**src/rtl/fp16_feeder_pkg.sv**
```systemverilog
// ----------------------------------------------------------------------------
// fp16_feeder_pkg
//   Shared types and helpers for the FP16 MAC operand feeder.
//   - state_e      : feeder FSM states
//   - FP16_ZERO    : canonical +0.0 encoding
//   - FP16_ONE     : +1.0 encoding
//   - fp16_is_zero : true for +0.0 or -0.0 (sign bit ignored)
// ----------------------------------------------------------------------------
package fp16_feeder_pkg;

    typedef enum logic [2:0] {
        IDLE   = 3'd0,
        CLEAR  = 3'd1,
        STREAM = 3'd2,
        DRAIN  = 3'd3,
        RESULT = 3'd4
    } state_e;

    localparam logic [15:0] FP16_ZERO = 16'h0000;
    localparam logic [15:0] FP16_ONE  = 16'h3C00;

    function automatic logic fp16_is_zero(input logic [15:0] v);
        return (v[14:0] == 15'd0);
    endfunction

endpackage

```
**src/rtl/fp16_mac_operand_feeder.sv**
```systemverilog
// ----------------------------------------------------------------------------
// fp16_mac_operand_feeder
//   Initiator side of the FP16 approximate MAC interface. For each dot-product
//   command of length N it clears the MAC, streams N operand pairs into it,
//   waits out the MAC latency and captures the accumulator as one result.
//
//   Parameters: DATA_W (operand width), LEN_W (cmd_len width),
//               MAC_LAT (cycles from a mac_enable cycle to mac_acc update, >=1)
//   Ports:
//     clk, rst                    clock, synchronous active-high reset
//     cmd_valid/cmd_ready/cmd_len command handshake, N pairs (0 allowed)
//     op_valid/op_ready/op_a/op_b operand pair handshake
//     mac_clear/mac_enable        MAC control strobes
//     mac_a/mac_b                 MAC operands (valid with mac_enable)
//     mac_acc                     MAC accumulator input
//     res_valid/res_ready/res_data result handshake
//     busy                        high whenever the FSM is not IDLE
//
//   Build option FP16_FEEDER_ZERO_SKIP_EN: pairs where either operand is +/-0
//   are consumed without issuing mac_enable.
// ----------------------------------------------------------------------------
module fp16_mac_operand_feeder
    import fp16_feeder_pkg::*;
#(
    parameter int DATA_W  = 16,
    parameter int LEN_W   = 8,
    parameter int MAC_LAT = 1
) (
    input  logic              clk,
    input  logic              rst,
    input  logic              cmd_valid,
    output logic              cmd_ready,
    input  logic [LEN_W-1:0]  cmd_len,
    input  logic              op_valid,
    output logic              op_ready,
    input  logic [DATA_W-1:0] op_a,
    input  logic [DATA_W-1:0] op_b,
    output logic              mac_clear,
    output logic              mac_enable,
    output logic [DATA_W-1:0] mac_a,
    output logic [DATA_W-1:0] mac_b,
    input  logic [DATA_W-1:0] mac_acc,
    output logic              res_valid,
    input  logic              res_ready,
    output logic [DATA_W-1:0] res_data,
    output logic              busy
);

    // Drain counter holds the cycles still to wait before mac_acc reflects
    // the most recent clear/enable; values range 0..MAC_LAT-1.
    localparam int               CNT_W  = (MAC_LAT < 2) ? 1 : $clog2(MAC_LAT);
    localparam logic [CNT_W-1:0] LAT_M1 = CNT_W'(MAC_LAT - 1);

    state_e              state_q;
    logic [LEN_W-1:0]    remaining_q;
    logic [CNT_W-1:0]    drain_q;
    logic                cmd_ready_q;
    logic                op_ready_q;
    logic                mac_clear_q;
    logic                mac_enable_q;
    logic [DATA_W-1:0]   mac_a_q;
    logic [DATA_W-1:0]   mac_b_q;
    logic                res_valid_q;
    logic [DATA_W-1:0]   res_data_q;
    logic                busy_q;
    logic                issue_d;

    // Whether an accepted pair actually reaches the MAC.
`ifdef FP16_FEEDER_ZERO_SKIP_EN
    assign issue_d = !(fp16_is_zero(op_a) || fp16_is_zero(op_b));
`else
    assign issue_d = 1'b1;
`endif

    always_ff @(posedge clk) begin
        if (rst) begin
            state_q      <= IDLE;
            remaining_q  <= '0;
            drain_q      <= '0;
            cmd_ready_q  <= 1'b1;
            op_ready_q   <= 1'b0;
            mac_clear_q  <= 1'b0;
            mac_enable_q <= 1'b0;
            mac_a_q      <= FP16_ZERO;
            mac_b_q      <= FP16_ZERO;
            res_valid_q  <= 1'b0;
            res_data_q   <= FP16_ZERO;
            busy_q       <= 1'b0;
        end else begin
            mac_clear_q  <= 1'b0;
            mac_enable_q <= 1'b0;

            // Restart the latency wait on every MAC event, so DRAIN always
            // times from the last real clear/enable (zero-skipped pairs
            // do not count as events).
            if (mac_clear_q || mac_enable_q) begin
                drain_q <= LAT_M1;
            end else if (drain_q != '0) begin
                drain_q <= drain_q - 1'b1;
            end

            case (state_q)
                IDLE: begin
                    if (cmd_valid && cmd_ready_q) begin
                        remaining_q <= cmd_len;
                        mac_clear_q <= 1'b1;
                        cmd_ready_q <= 1'b0;
                        busy_q      <= 1'b1;
                        state_q     <= CLEAR;
                    end
                end
                CLEAR: begin
                    if (remaining_q != '0) begin
                        op_ready_q <= 1'b1;
                        state_q    <= STREAM;
                    end else begin
                        state_q    <= DRAIN;
                    end
                end
                STREAM: begin
                    if (op_valid && op_ready_q) begin
                        mac_a_q      <= op_a;
                        mac_b_q      <= op_b;
                        mac_enable_q <= issue_d;
                        remaining_q  <= remaining_q - 1'b1;
                        // op_ready drops on the same edge as the last
                        // accept so no pair beyond N is taken.
                        if (remaining_q == LEN_W'(1)) begin
                            op_ready_q <= 1'b0;
                            state_q    <= DRAIN;
                        end
                    end
                end
                DRAIN: begin
                    // An enable issued this cycle is not yet in mac_acc.
                    if (!mac_enable_q && (drain_q == '0)) begin
                        res_data_q  <= mac_acc;
                        res_valid_q <= 1'b1;
                        state_q     <= RESULT;
                    end
                end
                RESULT: begin
                    if (res_ready) begin
                        res_valid_q <= 1'b0;
                        cmd_ready_q <= 1'b1;
                        busy_q      <= 1'b0;
                        state_q     <= IDLE;
                    end
                end
                default: begin
                    state_q <= IDLE;
                end
            endcase
        end
    end

    assign cmd_ready  = cmd_ready_q;
    assign op_ready   = op_ready_q;
    assign mac_clear  = mac_clear_q;
    assign mac_enable = mac_enable_q;
    assign mac_a      = mac_a_q;
    assign mac_b      = mac_b_q;
    assign res_valid  = res_valid_q;
    assign res_data   = res_data_q;
    assign busy       = busy_q;

endmodule

```
**config.mk**
```make
export PLATFORM = sky130hd
export DESIGN_NAME = fp16_mac_operand_feeder
export DESIGN_NICKNAME = d
export VERILOG_FILES = /design/src/rtl/fp16_feeder_pkg.sv /design/src/rtl/fp16_mac_operand_feeder.sv
export SDC_FILE = /design/constraint.sdc
export NUM_CORES = 1
export LEC_CHECK = 0
export ABC_AREA = 1
export ABC_CLOCK_PERIOD_IN_PS = 3000
export BUFFER_PORTS_ARGS = -buffer_cell sky130_fd_sc_hd__buf_2
export CAP_MARGIN = 30
export CORE_MARGIN = 2
export CORE_UTILIZATION = 44
export CTS_CLUSTER_DIAMETER = 80
export DETAILED_ROUTE_END_ITERATION = 10
export HOLD_SLACK_MARGIN = 0.1
export PLACE_DENSITY = 0.81
export SKIP_CTS_REPAIR_TIMING = 1
export SYNTH_ARGS = -nofsm -noshare
export SYNTH_HDL_FRONTEND = slang
export SYNTH_SLANG_ARGS = --single-unit
```
**constraint.sdc**
```tcl
create_clock -name clk -period 3 [get_ports clk]
set_input_delay 0.15 -clock clk [delete_from_list [all_inputs] [get_ports clk]]
set_output_delay 0.15 -clock clk [all_outputs]
set_load 0.02 [all_outputs]
```
==> metrics.yaml <==
vias: 2977
cp-start-kind: "flip-flop"
final_util_pct: 66.32
die_x_um: 82.70
dieArea_sq_mm: 0.006839
hpwlAfterDp_um: 4781
synth_seq_cells: 66
rsz0062_at_grt: "false"
grt_util_all_layers_pct: 21.01
grt_overflow_total: 0
ir_worst_vdd_uv: 474.5
hold_depth: 3
period_minus_slack_ns: 1.788
slew_viol_final: 0
areaGrowthSynthToFinish_pct: 44.95
clkSinkCount: 66
clk_pin_slew_worst_paths_ns: 0.07
yosysWarnings: 0
end_kind: "flip-flop"
synth_flop_cell: "dfxtp_1"
synth_edf_count: 0
grt_pass1_vias: 2616
core_area_sq_mm: 0.005956
critPathKind: "reg2reg"
ant_nets: 0
antenna_cells: 0
synth_area_sq_mm: 0.002725
hold_path_class: "in2reg"
pre_cts_ws_ns: 1.228
wl_um: 7763
max_slew_margin_pct: 55.02
tightest_slew_ns: 0.6706
tns_ns: 0
drv_cap: 0
root_buffer: "clkbuf_8"
dr.pass1.iters: 4
yosysSeqAreaShare_pct: 48.48
start_util_pct: 45.76
max-clock-path-buffers: 2
ys_top_cells_by_area: "dfxtp_1, nand2_1, nor2_1"
syn_inst: 366
yosys.area.top_type: "dfxtp_1"
final_layout_size_suffix_gt1_share_pct: 28.02
io_pins: 115
critPathMaxFanout: 35
antenna_found_initial: 0
slowest_delay_ns: 0.43
pwr_density_cell_mw_per_mm2: 709.7
cts_buffers: 9
final.setup.worst_slack_ns: 1.212
grt_max_degree: 42
synth_top_cell_area_share_pct: 48.48
die_h_um: 82.70
max_freq_mhz: 559.4
cts_tree: "built"
synthDistinctLibCells: 29
status: "completed"
post-route-period-util_pct: 59.59
hold_viol_final: 0
syn_nets: 430
clock_latency_ns: 0.34
nNetsFinal: 580
path_cells: "inv_2 -> nand3_2 -> inv_2 -> nand2_4 -> nand2_4 -> o21ai_0 -> inv_1 -> nand2_1 -> inv_1"
p_leak_uw: 0.001893
skew_ns: 0.009158
cp.arrival_ns: 2.03
syn_avg_cell_area_sq_um: 7.446
portBuffers: 114
slowest_stage: "dfxtp_1"
drc: 0
rows: 28
wl_per_cell_um: 13.03
synthArstFlopShare_pct: 0
rr_worst_depth: 9
viasPerCell: 4.995
grt_pass1_wl_um: 10970
synth.most_common_cell: "nand2_1"
netlist_top_cells_count: "nand2_1, dfxtp_1, nor2_1, nand3_1, a21oi_1"
drtIter0Drc: 170
setup_viol: 0
worst_ep_required_time_ns: 3.24
cts.htree.levels: 3
place.gp.congestion: 0.8414
power breakdown:
part	switching, uW	leakage [uW]	internal, uW	total (uW)
Combinational	580	0.00124	308	888
Sequential	87.7	0.000535	985	1070
Clock	330	0.000117	514	843
state kept, by name (all words and copies together) (netlist names):
register     count
mac_a           16
mac_b           16
res_data        16
remaining_q      8
state_q          3
busy             1
cmd_ready        1
drain_q          1
mac_clear        1
mac_enable       1
op_ready         1
res_valid        1
cell families after synthesis:
group	synth area share, %
DFF	48.48
buffers and inverters	6.978
adders and majority gates	1.378
AOI/OAI and AO/OA	13.45
and+or+nand+nor	29.57
other	0.1376
routing by layer:
metal / global-route usage [%] / wire [um] / share of wire [%] / vias to the layer above
li1: - / - / - / 1489
met1: 23.80 / 3167 / 41 / 1354
met2: 36.29 / 3935 / 51 / 114
met3: 7.717 / 484 / 6.2 / 20
met4: 7.377 / 175 / 2.3 / 0
met5: 0 / 0 / 0 / -
worst max-delay path, delay by kind of cell, from the launching register on:
family	cells	cell delay, ns
compound gates	1	0.19
buf+inv	4	0.28
flops	1	0.43
simple gates	4	0.78
placed cells by master (no fill, tap or decap), drive strengths merged:
master         n
dfxtp         66
nand3         41
ha             3
a21oi         37
dlygate4sd3   42
bufinv         2
nand2         70
conb           1
nand4          2
buf          117
or2            2
clkinv         4
inv           19
o21ai         34
nor4           1
nor3           3
nor2          63
o21a           1
nand3b         1
clkbuf        12
metrics by stage:
step | total power (uW) | hold WS [ns] | instances | area, sq um
3_5_place_dp | 1922 | 0.3783 | 538 | 3301
3_3_place_gp | 1899 | 0.3699 | 538 | 3301
4_1_cts | 2767 | 0.01878 | 554 | 3530
6_report | 2803 | 0.09320 | 596 | 3950
2_1_floorplan | 1718 | 0.2849 | 366 | 2725
5_1_grt | 2997 | 0.1059 | 596 | 3950
cell type report:
type,count,area (sq um)
inverters,21,78.83
well taps,75,93.84
multi-input cells,259,1214
clock inverters,4,73.82
clock buffers,12,155.1
fillers,521,2006
repair buffers,159,1013
flip-flops and latches,66,1321
path summary, 6_finish.rpt:
kind                                 start  slack [ns]        endpoint
worst max register to register  state_q[2]        1.21  remaining_q[6]
worst min register to register    mac_b[3]        0.46        mac_b[3]
worst min-delay path              op_a[12]        0.09       mac_a[12]
worst max-delay path            state_q[2]        1.21  remaining_q[6]
Power figures use the tool's default switching activity.
